## src/rtl/cla_seq_pkg.sv

```systemverilog
// Shared types and constants for the sequential CLA adder.
// Holds the FSM state encoding and the nibble width.
package cla_seq_pkg;

  localparam int NIBBLE_W = 4;

  typedef enum logic [1:0] {
    IDLE = 2'd0,
    RUN  = 2'd1,
    DONE = 2'd2
  } state_t;

endpackage

```

## src/rtl/cla_nibble.sv

```systemverilog
// Combinational 4-bit carry-lookahead adder slice.
// Generate/propagate form; carries are flat, not rippled.
module cla_nibble
  import cla_seq_pkg::*;
(
  input  logic [NIBBLE_W-1:0] a,
  input  logic [NIBBLE_W-1:0] b,
  input  logic                ci,
  output logic [NIBBLE_W-1:0] s,
  output logic                co
);

  logic [3:0] g;
  logic [3:0] p;
  logic [3:0] c;

  // Lookahead carries for every bit position
  always_comb begin
    g    = a & b;
    p    = a ^ b;
    c[0] = ci;
    c[1] = g[0] | (p[0] & ci);
    c[2] = g[1] | (p[1] & g[0])
         | (p[1] & p[0] & ci);
    c[3] = g[2] | (p[2] & g[1])
         | (p[2] & p[1] & g[0])
         | (p[2] & p[1] & p[0] & ci);
    co   = g[3] | (p[3] & g[2])
         | (p[3] & p[2] & g[1])
         | (p[3] & p[2] & p[1] & g[0])
         | (p[3] & p[2] & p[1] & p[0] & ci);
    s    = p ^ c;
  end

endmodule

```

## src/rtl/cla_seq_adder.sv

```systemverilog
// Sequential adder: one shared CLA nibble, LSB nibble first.
// Macro CLA_SEQ_ADDER_OVF_EN adds the two's-complement ovf output.
module cla_seq_adder
  import cla_seq_pkg::*;
#(
  parameter int WIDTH = 16
) (
  input  logic             clk,
  input  logic             rst_n,
  input  logic             in_valid,
  output logic             in_ready,
  input  logic [WIDTH-1:0] op_a,
  input  logic [WIDTH-1:0] op_b,
  input  logic             c_in,
  output logic             out_valid,
  input  logic             out_ready,
  output logic [WIDTH-1:0] sum,
  output logic             c_out
`ifdef CLA_SEQ_ADDER_OVF_EN
  ,
  output logic             ovf
`endif
);

  localparam int NIB = WIDTH / NIBBLE_W;
  localparam int IW  = (NIB > 1) ? $clog2(NIB) : 1;

  state_t state_q;
  state_t state_d;

  logic [WIDTH-1:0]    a_q;
  logic [WIDTH-1:0]    b_q;
  logic [WIDTH-1:0]    sum_q;
  logic                carry_q;
  logic                cout_q;
  logic [IW-1:0]       idx_q;
  logic [NIBBLE_W-1:0] na;
  logic [NIBBLE_W-1:0] nb;
  logic [NIBBLE_W-1:0] ns;
  logic                nco;
  logic                last;
  logic                accept;
  int                  base;

  assign base   = int'(idx_q) * NIBBLE_W;
  assign na     = a_q[base +: NIBBLE_W];
  assign nb     = b_q[base +: NIBBLE_W];
  assign last   = (idx_q == IW'(NIB - 1));
  assign accept = in_valid & in_ready;

  cla_nibble u_nib (
    .a  (na),
    .b  (nb),
    .ci (carry_q),
    .s  (ns),
    .co (nco)
  );

  // State register
  always_ff @(posedge clk or negedge rst_n) begin
    if (!rst_n) state_q <= IDLE;
    else        state_q <= state_d;
  end

  // Next state and handshake outputs
  always_comb begin
    state_d   = state_q;
    in_ready  = 1'b0;
    out_valid = 1'b0;
    unique case (1'b1)
      (state_q == IDLE): begin
        in_ready = 1'b1;
        if (in_valid) state_d = RUN;
      end
      (state_q == RUN): begin
        if (last) state_d = DONE;
      end
      (state_q == DONE): begin
        out_valid = 1'b1;
        if (out_ready) state_d = IDLE;
      end
      default: state_d = IDLE;
    endcase
  end

  // Operand capture and one nibble per RUN cycle
  always_ff @(posedge clk or negedge rst_n) begin
    if (!rst_n) begin
      a_q     <= '0;
      b_q     <= '0;
      sum_q   <= '0;
      carry_q <= 1'b0;
      cout_q  <= 1'b0;
      idx_q   <= '0;
    end else if (accept) begin
      a_q     <= op_a;
      b_q     <= op_b;
      carry_q <= c_in;
      idx_q   <= '0;
    end else if (state_q == RUN) begin
      sum_q[base +: NIBBLE_W] <= ns;
      carry_q <= nco;
      idx_q   <= idx_q + IW'(1);
      if (last) cout_q <= nco;
    end
  end

  assign sum   = sum_q;
  assign c_out = cout_q;

`ifdef CLA_SEQ_ADDER_OVF_EN
  logic ovf_q;

  // Signed overflow: like-signed operands, differently signed result
  always_ff @(posedge clk or negedge rst_n) begin
    if (!rst_n) begin
      ovf_q <= 1'b0;
    end else if (state_q == RUN && last) begin
      ovf_q <= (na[3] == nb[3]) & (ns[3] != na[3]);
    end
  end

  assign ovf = ovf_q;
`endif

endmodule

```

## config.mk

```make
export PLATFORM = sky130hd
export DESIGN_NAME = cla_seq_adder
export DESIGN_NICKNAME = d
export VERILOG_FILES = /design/src/rtl/cla_seq_pkg.sv /design/src/rtl/cla_nibble.sv /design/src/rtl/cla_seq_adder.sv
export SDC_FILE = /design/constraint.sdc
export NUM_CORES = 1
export LEC_CHECK = 0
export CORE_MARGIN = 2
export CORE_UTILIZATION = 53
export CTS_BUF_LIST = sky130_fd_sc_hd__clkbuf_4 sky130_fd_sc_hd__clkbuf_8
export CTS_CLUSTER_SIZE = 14
export DETAILED_ROUTE_END_ITERATION = 8
export HOLD_SLACK_MARGIN = 0.03
export PLACE_DENSITY = 0.86
export SYNTH_ARGS = -nofsm -noshare
export SYNTH_HDL_FRONTEND = slang
export SYNTH_SLANG_ARGS = --single-unit
```

## constraint.sdc

```tcl
create_clock -name clk -period 3.6 [get_ports clk]
set_clock_uncertainty 0.2 [all_clocks]
set_input_delay 0.9 -clock clk [delete_from_list [all_inputs] [get_ports clk]]
set_output_delay 0.9 -clock clk [all_outputs]
set_load 0.02 [all_outputs]
```

== Word level (Yosys, flattened, before mapping) ==
Cells that the tools add are included.

* Bits in registers: 54
* Input bits: 37
* Output and inout bits: 19
* Word-level logic and storage cells: 66

* $add $sub $neg: 2
* Equal/unequal tests: 6
* Shifts and indexed selects: 4
* Multiplexer cells: 11
* Bitwise gates (word level): 31
* Reduce and logical (&&, ||, !) cells: 5

{| class="wikitable"
|+ Operators by type and width
! operator !! count
|-
| $neg 4->33 || 1
|-
| $shift 4x33->16 const A || 1
|-
| $shiftx 4x33->16 || 1
|-
| $shiftx 16x5->4 || 2
|-
| $and 1x1->1 || 17
|-
| $bwmux 16 || 1
|-
| $mux 2 || 5
|-
| $or 1x1->1 || 10
|-
| $xor 4x4->4 || 2
|-
| $ne 2x2->1 const B || 3
|-
| $pmux 2 s3 || 1
|-
| $reduce_and 3->1 || 2
|-
| $and 4x4->4 || 1
|-
| $eq 2x2->1 const B || 2
|-
| $mux 1 || 4
|-
| $add 2x1->2 const B || 1
|-
| $eq 2x1->1 const B || 1
|-
| $logic_not 2->1 || 1
|-
| $reduce_and 2->1 || 1
|-
| $reduce_bool 2->1 || 1
|-
| $not 1->1 || 1
|}

== Longest topological paths before layout ==
Gate-level depths: netlist of run 1.

* Depth after elaboration: 9
* Gate-level depth with buffers: 6
* Mapped depth without buffers: 5

== Hierarchy ==
From an unflattened synthesis of run 1, not the netlist that was laid out.

* Cell total of the unflattened synthesis: 185
* Area, all modules: 2567.5 sq um

{| class="wikitable"
|+ Modules (own cells, without submodules)
! module !! times used !! cells an instance !! area an instance (sq um) !! seq. area each (sq um)
|-
| cla_seq_adder || 1 || 168 || 2419.8 || 1351.3
|-
| cla_nibble || 1 || 17 || 147.6 || 0.0
|}

== Worst setup path after synthesis of run 1 ==
OpenSTA, ideal clock, no wires.

* Path type: reg2reg
* Start point: register idx_q[0]
* End point: register sum_q[10], in the netlist sum[10]
* Setup time: 0.143 ns
* Arrival: 2.322 ns
* Required time: 3.257 ns
* Slack: 0.935 ns
* Cell stages (with the launch flop): 7
* Path buffers: 1
* Clock period less this slack: 2.665 ns
* Path through: dfrtp_1 -> buf_2 -> mux4_2 -> ha_1 -> a21o_1 -> a211oi_1 -> o31ai_1

* Longest elaborated chain between the ends: 9
* Elaborated cells on any way between the ends: 24
* Classes of those cells: add/sub: 1; shift: 4; mux: 1; bitwise: 18

{| class="wikitable"
|+ RTL lines
! item !! line !! RTL
|-
| start, declared || cla_seq_adder.sv:36 || <nowiki>logic [IW-1:0] idx_q;</nowiki>
|-
| start signal, assigned || cla_seq_adder.sv:103 || <nowiki>idx_q <= idx_q + IW'(1);</nowiki>
|-
| $shiftx 16x5->4 (on tied branches) || cla_seq_adder.sv:46, cla_seq_adder.sv:47 ||
|-
| $xor 4x4->4 or $and 4x4->4 (tied branches) || cla_nibble.sv:20, cla_nibble.sv:19 ||
|-
| $and 1x1->1 (on tied branches) || cla_nibble.sv:25, cla_nibble.sv:26, cla_nibble.sv:27 ||
|-
| $or 1x1->1, or another cell as far along || cla_nibble.sv:25 || <nowiki>c[3] = g[2] | (p[2] & g[1])</nowiki>
|-
| $or 1x1->1 or $and 1x1->1 (tied branches) || cla_nibble.sv:26, cla_nibble.sv:27 ||
|-
| $or 1x1->1 || cla_nibble.sv:27 || <nowiki>| (p[2] & p[1] & p[0] & ci);</nowiki>
|-
| $xor 4x4->4 || cla_nibble.sv:32 || <nowiki>s = p ^ c;</nowiki>
|-
| $shiftx 4x33->16 || cla_seq_adder.sv:101 || <nowiki>sum_q[base +: NIBBLE_W] <= ns;</nowiki>
|-
| $bwmux 16 * || cla_seq_adder.sv:101 ||
|-
| end signal, assigned by index || cla_seq_adder.sv:101 ||
|-
| end, declared || cla_seq_adder.sv:33 || <nowiki>logic [WIDTH-1:0] sum_q;</nowiki>
|}

Mark *: on every way between the ends. The rest lies on a longest branch, timed or not.
A chain may end at the register's enable or synchronous reset.

== Worst setup path after layout of run 1 ==
Ends and elaborated chain as after synthesis.

==> impl_summary.md, run 1 <==
Placed design
The post-place setup slack is 0.4591 ns. The congestion estimate from routability-driven global placement came to 0.8299. The number of buffer cells added on primary ports is 55.

The estimated wirelength of the detail-placed design is 3.973 mm. The total placed instance area is 0.003341 mm².

Yosys
The number of enable flip-flop cells after synthesis is 0. After synthesis the netlist holds a flip-flop and latch count of 54. After synthesis, flip-flops and latches occupy 49.36% of the total area. The number of nets in the synthesized netlist is 240.

The async set-reset flop share out of synthesis is 100.0%. Among all flip-flop cells after synthesis, the most frequent one is sky130_fd_sc_hd__dfrtp_1. The number of instances in the synthesized netlist is 191. The post-synthesis cell type count is 37. A synthesized cell averages 14.33 µm². Yosys printed 0 warnings. Summing every instance area after synthesis gives 0.002738 mm².

Setup path
The worst path required time is 3.57 ns. For the worst setup path, the data arrival time is 3.08 ns. The critical path is of the flip-flop to flip-flop type. The critical path launch point type is a flip-flop. The worst-path maximum fanout is 15. The worst flop-to-flop path startpoint is idx_q[0]. The category of the worst setup path capture point is a flip-flop. The launching instance or port of the critical path is idx_q[0]. The worst reg2reg path depth is 5.

Pwr
In this run the static leakage power is 1.539 nW. The maximum vdd drop is 0.4597 mV. Power spread over the standard cell area amounts to 986.9 mW/mm². The design draws 3.404 mW.

CTS
TritonCTS built the clock tree. The hold buffer count at cts is 0. Counting along the longest clock path gives a buffer depth of 2. The clock transition at the register clock pins on the worst setup and hold paths after CTS is 0.10 ns. The clock buffer count from CTS is 5. For this design, the sink count on the clock tree is 54. The number of instances resized during post-cts repair is 0. The H-tree depth is 2. The count of buffers added by post-CTS timing repair for setup is 0. The cell sitting at the root of the clock tree is a sky130_fd_sc_hd__clkbuf_8.

At the later pin of the worst-skew pair, clock insertion delay measures 0.31 ns.

Final layout
Leaving out fill and tap cells, the most frequent cells in the layout are 54 x sky130_fd_sc_hd__dfrtp_1, 54 x sky130_fd_sc_hd__clkdlybuf4s50_1, 30 x sky130_fd_sc_hd__mux2_4. The area added between synthesis and finish is 26.01%. The register cell area after layout is 0.001351 mm². After routing the design area is 0.003450 mm². The layout cell share with drive strength beyond 1 is 24.10%. The total of fill cells in the finished design is 355. The repair_antennas step left the layout with diodes totalling 0. The area used by multi-input combinational logic is 0.001310 mm².

The utilization after layout is 68.41%. The final layout contains 297 nets.

Global route
The total routing resource utilization after global routing is 20.45%. The initial antenna violation count is 0. Entering global routing, the biggest net connects 37 pins. The first global-routing pass estimated 8.700 mm of wire. For this run the aggregate overflow at the end of global routing stands at 0. The number of global-route vias before repair is 1814.

STA
The clock period could shrink to 3.117 ns. At the pin with the least slew margin, the transition time is 0.7715 ns. The worst max-slew margin expressed relative to the limit is 48.56%. In the final timing run, aggregate negative setup slack is 0 ns.

Setup repair after global routing left no endpoint under its margin. The number of max-slew violations in the final report is 0. Derived from the worst setup path, the maximum achievable clock frequency is 320.8 MHz. The hold violation total from the final report is 0. The final number of setup-violating endpoints is 0. After layout, the worst path uses 86.60% of the clock period. The worst setup margin is 0.4826 ns.

Routing
After detailed routing, the total wire length is 5.239 mm. The final routed wire length divided by cell count is 16.42 µm. The detailed-route DRC error count is 0.

The ratio of routed vias to standard cells is 5.417. The detail route stage leaves a number of antenna-violating nets equal to 0. In this run, the number of DRC markers left after iteration 0 of detailed routing was 41. The iteration count of the initial detailed-routing pass is 4. The via count is 1728.

Min path
The startpoint identified for the worst hold timing path is sum[12]. Counting instances, the worst hold path has a depth of 2. The class of the tightest hold or removal check is flip-flop to flip-flop.

Die
The total die area is 0.005756 mm². The count of boundary I/O pins is 56. The floorplan step set the die width to 75.87 µm. The floorplan has 26 rows.

The core region is 0.005042 mm². Once the floorplan was initialized, standard cells occupied 54.29% of the core. In this run the vertical extent of the chip is 75.87 µm.

Status
The run finished with clean final reports.

Run
The tool flagged a number of max-cap violations equal to 0.
==> layer usage <==
layer / share of wire, % / GRT usage (%)
met2: 49 / 32.47
met1: 45 / 27.24
met3: 4.4 / 5.026
met4: 1.5 / 7.797
met5: 0 / 0
==> worst max-delay path, stage by stage, from the launching register on <==
cell                       delay (ns)
sky130_fd_sc_hd__dfrtp_1         0.86
sky130_fd_sc_hd__mux4_2          0.65
sky130_fd_sc_hd__ha_1            0.37
sky130_fd_sc_hd__a21o_1          0.18
sky130_fd_sc_hd__a211oi_1        0.56
sky130_fd_sc_hd__o31ai_1         0.16
==> area by class of cell <==
cell class	instances	area share, %
Clock buffer	5	1.995
Clock inverter	3	1.161
Inverter	5	0.5441
Multi-Input combinational cell	125	37.98
Sequential cell	54	39.17
Tap cell	70	2.539
Timing Repair Buffer	57	16.61
==> worst paths after layout <==
path                       slack (ns)       to
max                              0.48  sum[10]
min                              0.29  sum[12]
max reg2reg                      0.48  sum[10]
min reg2reg                      0.29  sum[12]
max in group asynchronous        2.11   a_q[7]
min in group asynchronous        0.30   a_q[0]
==> synth_stat cells (2+ instances only) <==
master / n / share of area [%]
sky130_fd_sc_hd__a21oi_1: 4 / 0.73
sky130_fd_sc_hd__o21ai_1: 8 / 1.5
sky130_fd_sc_hd__mux2_4: 30 / 16
sky130_fd_sc_hd__ha_1: 11 / 5.0
sky130_fd_sc_hd__or3_1: 2 / 0.46
sky130_fd_sc_hd__o31ai_2: 2 / 0.91
sky130_fd_sc_hd__buf_2: 2 / 0.37
sky130_fd_sc_hd__o21ai_0: 2 / 0.37
sky130_fd_sc_hd__a211oi_1: 3 / 0.82
sky130_fd_sc_hd__o31ai_1: 6 / 1.6
sky130_fd_sc_hd__nand3b_4: 4 / 2.9
sky130_fd_sc_hd__nand2_1: 20 / 2.7
sky130_fd_sc_hd__a21o_1: 2 / 0.55
sky130_fd_sc_hd__nand2b_1: 2 / 0.46
sky130_fd_sc_hd__inv_1: 5 / 0.69
sky130_fd_sc_hd__buf_6: 4 / 1.6
sky130_fd_sc_hd__mux4_2: 8 / 6.6
sky130_fd_sc_hd__dfrtp_1: 54 / 49
sky130_fd_sc_hd__mux2_1: 2 / 0.82
sky130_fd_sc_hd__a22o_1: 2 / 0.64
sky130_fd_sc_hd__nor2_1: 2 / 0.27
==> state kept, by name, indices dropped and copies added (netlist names) <==
register / cells
b_q: 16
idx_q: 2
sum: 16
state_q: 2
a_q: 16
c_out: 1
carry_q: 1
==> logic make-up (layout without fill, tap and decap cells) <==
group / Yosys count / in the layout / share of synthesized area (%)
xor+xnor: 1 / 1 / 0.3200
mux: 40 / 40 / 23.86
flops: 54 / 54 / 49.36
compound gates: 34 / 34 / 8.547
fa+ha+maj: 12 / 12 / 5.759
buf+inv: 12 / 70 / 2.833
simple gates: 38 / 38 / 9.324
==> report_power, final <==
| part | internal, mW | leakage (nW) | switching, mW |
|---|---|---|---|
| combinational | 0.965 | 0.811 | 0.898 |
| clock | 0.205 | 0.0579 | 0.196 |
| sequential | 0.880 | 0.670 | 0.260 |
==> through the flow <==
stage               hold slack, ns  cells
global placement            0.2607    311
finish                      0.2896    319
detailed placement          0.2737    311
global route                0.3236    319
floorplan                   0.2526    191
CTS                         0.2934    319
No activity file was read; power rests on OpenSTA's default activity.
==> run 2: changes to the inputs <==
- CORE_UTILIZATION: 53 -> 57
- PLACE_DENSITY: 0.86 -> 0.91
- clock period: 3.6 -> 3.91 ns (I/O delays scaled with it)
==> run 2 against run 1 <==
Worst setup slack improved by 0.36 ns; sequential power decreased by 8%; sequential cell count unchanged; routed wire length fell by 3.2%; core utilization increased by 4.3 points; non-clock buffer count rose by 1; register-to-register slack improved by 0.41 ns; hold slack got worse by 0.0065 ns; critical endpoint is now out_valid.
==> impl_summary.md, run 2 (synthesis results as in run 1) <==
Pwr
The power density over the cells is 903.7 mW/mm². The worst-case IR drop observed on VDD is 0.6452 mV. The standby leakage power is 1.535 nW.

Die
The die covers 0.005373 mm². The core box area is 0.004692 mm². Pin placement for this block handled 56 I/O pins. After floorplanning, the core was divided into 25 placement rows.

The chip height is 73.30 µm. The die width is 73.30 µm. For this configuration, the core starts out at a cell density of 58.35%.

Final layout
The area added between synthesis and finish is 24.59%. The number of nets in the finished design is 298. The final cell count without fillers is 304. The total non-filler cell area in the finished layout is 0.003411 mm². In the layout the commonest cells are 54 x sky130_fd_sc_hd__dfrtp_1, 54 x sky130_fd_sc_hd__clkdlybuf4s50_1, 30 x sky130_fd_sc_hd__mux2_4. The repair_antennas step left the layout with diodes totalling 0. The layout cell share with drive strength beyond 1 is 24.40%.

Min path
For hold timing, the worst endpoint is sum[7]. The worst hold path belongs to the class flip-flop to flip-flop. The startpoint of the worst hold path is sum[7]. The worst hold path was traced through 2 stages.

Routing
The ratio of routed vias to standard cells is 5.625. After the first detailed-routing iteration, the DRC count stood at 76. For this block, the routed nets add up to 5.069 mm of wire. In this run the remaining antenna-violating nets after routing total 0. The via count is 1710. The detailed-route DRC error count is 0.

The final routed wire length divided by cell count is 16.67 µm. For this run, the detailed router's first-pass iteration total came to 4.

STA
The final number of setup-violating endpoints is 0. The sum of negative setup slack is 0 ns. The fraction of the cycle the final worst path needs is 78.36%.

In this run the tightest slew margin relative to its limit is 49.73%. The final hold slack is 0.2832 ns. The hold violation total from the final report was 0. For the pin with the worst max-slew slack, the measured transition is 0.7541 ns.

Setup repair after global routing left no endpoint under its margin. The number of max-slew violations in the final report is 0. The upper clock frequency limit is 326.4 MHz. For the finished layout, the period the worst path requires is 3.064 ns.

Setup path
For this run, the slowest stage of the critical path takes 0.60 ns. At the worst endpoint, the required time is 2.73 ns. Traced cell by cell, the critical path runs through or2b_1 > inv_1 > clkdlybuf4s50_1.

The critical path launch point type is a flip-flop. Data on the critical path arrives at its endpoint at 1.89 ns. The setup slack of the worst register-to-register path is 0.89 ns. The category of the worst setup path capture point is an output pin. Among all stages on the critical path, the largest delay is contributed by sky130_fd_sc_hd__dfrtp_1.

The worst setup path is of the flip-flop to output pin kind. Measured in cells, the most critical reg-to-reg path has a length of 5. The startpoint identified for the worst register-to-register timing path is idx_q[0]. In this run the critical register-to-register path is captured at sum[10]. The worst-path maximum fanout is 10.

The kind of cell with the highest combined delay along the critical path is buffers and inverters. Counting both buffers and inverters, the worst setup path holds a total of 2.

CTS
The clock tree synthesis step divided the H-tree into 2 levels. The count of buffers added by post-CTS timing repair for setup is 0. The clock transition at the register clock pins on the worst setup and hold paths after CTS is 0.09 ns. The sink count of the clock tree is 54. In this run the clock root is driven by a sky130_fd_sc_hd__clkbuf_8. The clock reaches the later pin of the worst-skew pair after 0.30 ns. In this run the deepest clock path goes through 2 buffers.

TritonCTS built the clock tree. Clock tree synthesis inserted a total of 5 buffers. The hold buffer count at cts is 0.

Once the clock tree was built, the resizer swapped 0 gates to a different size.

Placed design
The final RePlAce weighted congestion is 0.7807. The placed instances occupy a cell area of 0.003316 mm². The cell total after placement is 296. The HPWL after detailed placement is 3.886 mm. The number of buffer cells added on primary ports is 55.

Status
The flow ran to the end, and the final reports show no timing, DRC or antenna violations.

Global route
The first global-routing pass estimated 8.480 mm of wire. The number of global-route vias before repair came to 1803. Global routing used 21.28% of the available tracks across all layers. Entering global routing, the biggest net connects 34 pins. The initial antenna violation count is 0. The overflow left after global routing is 0.

Run
The number of maximum-capacitance constraint violations is 0.
-- run 2: changes by cell type in the layout (fill, tap and decap cells not counted) --
| cell | change |
|---|---|
| sky130_fd_sc_hd__buf_4 | +2 |
| sky130_fd_sc_hd__buf_12 | -1 |
| sky130_fd_sc_hd__bufinv_16 | -1 |
| sky130_fd_sc_hd__clkbuf_4 | +1 |
| sky130_fd_sc_hd__clkbuf_8 | +1 |
| sky130_fd_sc_hd__clkinv_2 | -1 |
-- run 2: worst max-delay path by stage --
| stage | start | to | slack [ns] | depth (start not counted) |
|---|---|---|---|---|
| after floorplan | idx_q[0] | sum[10] | 1.24 | 6 |
| after global placement | idx_q[0] | sum[6] | 0.94 | 5 |
| after detailed placement | idx_q[0] | sum[10] | 0.88 | 5 |
| after CTS | state_q[0] | out_valid | 0.83 | 3 |
| after global routing | idx_q[0] | sum[10] | 0.65 | 5 |
| final | state_q[0] | out_valid | 0.85 | 3 |
-- run 2: layout make-up --
| type | count | area [µm²] |
|---|---|---|
| Clock inverter | 1 | 5.005 |
| Clock buffer | 7 | 90.09 |
| Tap cell | 54 | 67.56 |
| Multi-Input combinational cell | 125 | 1310 |
| Fill cell | 322 | 1281 |
| Timing Repair Buffer | 58 | 568.0 |
| Inverter | 5 | 18.77 |
| Sequential cell | 54 | 1351 |
-- run 2: power by group --
part / leakage [nW] / internal (mW) / switching, mW / total (mW)
clock network: 0.0517 / 0.150 / 0.170 / 0.320
registers: 0.670 / 0.810 / 0.236 / 1.05
logic: 0.813 / 0.888 / 0.827 / 1.72
-- run 2: metrics by stage --
stage,util (%),setup WS [ns],total power [mW]
finish,72.69,0.8463,3.082
global route,72.69,0.6533,3.302
CTS,72.69,0.8340,3.094
detailed placement,70.67,0.8777,2.767
global placement,70.67,0.9362,2.685
floorplan,-,1.245,2.296
-- run 2: routing by layer --
metal	vias to the layer above	part of all wire (%)	GRT usage [%]
met5	-	0	0
met4	0	1.5	7.879
met2	60	48	33.53
met1	833	46	28.66
met3	8	5.0	5.487
li1	809	-	-
-- run 2: worst reg2reg max path, stage by stage (launching register included) --
cell and delay [ns]:
sky130_fd_sc_hd__dfrtp_1 0.84, sky130_fd_sc_hd__mux4_2 0.65, sky130_fd_sc_hd__ha_1 0.37, sky130_fd_sc_hd__a21o_1 0.19, sky130_fd_sc_hd__a211oi_1 0.49, sky130_fd_sc_hd__o31ai_1 0.16
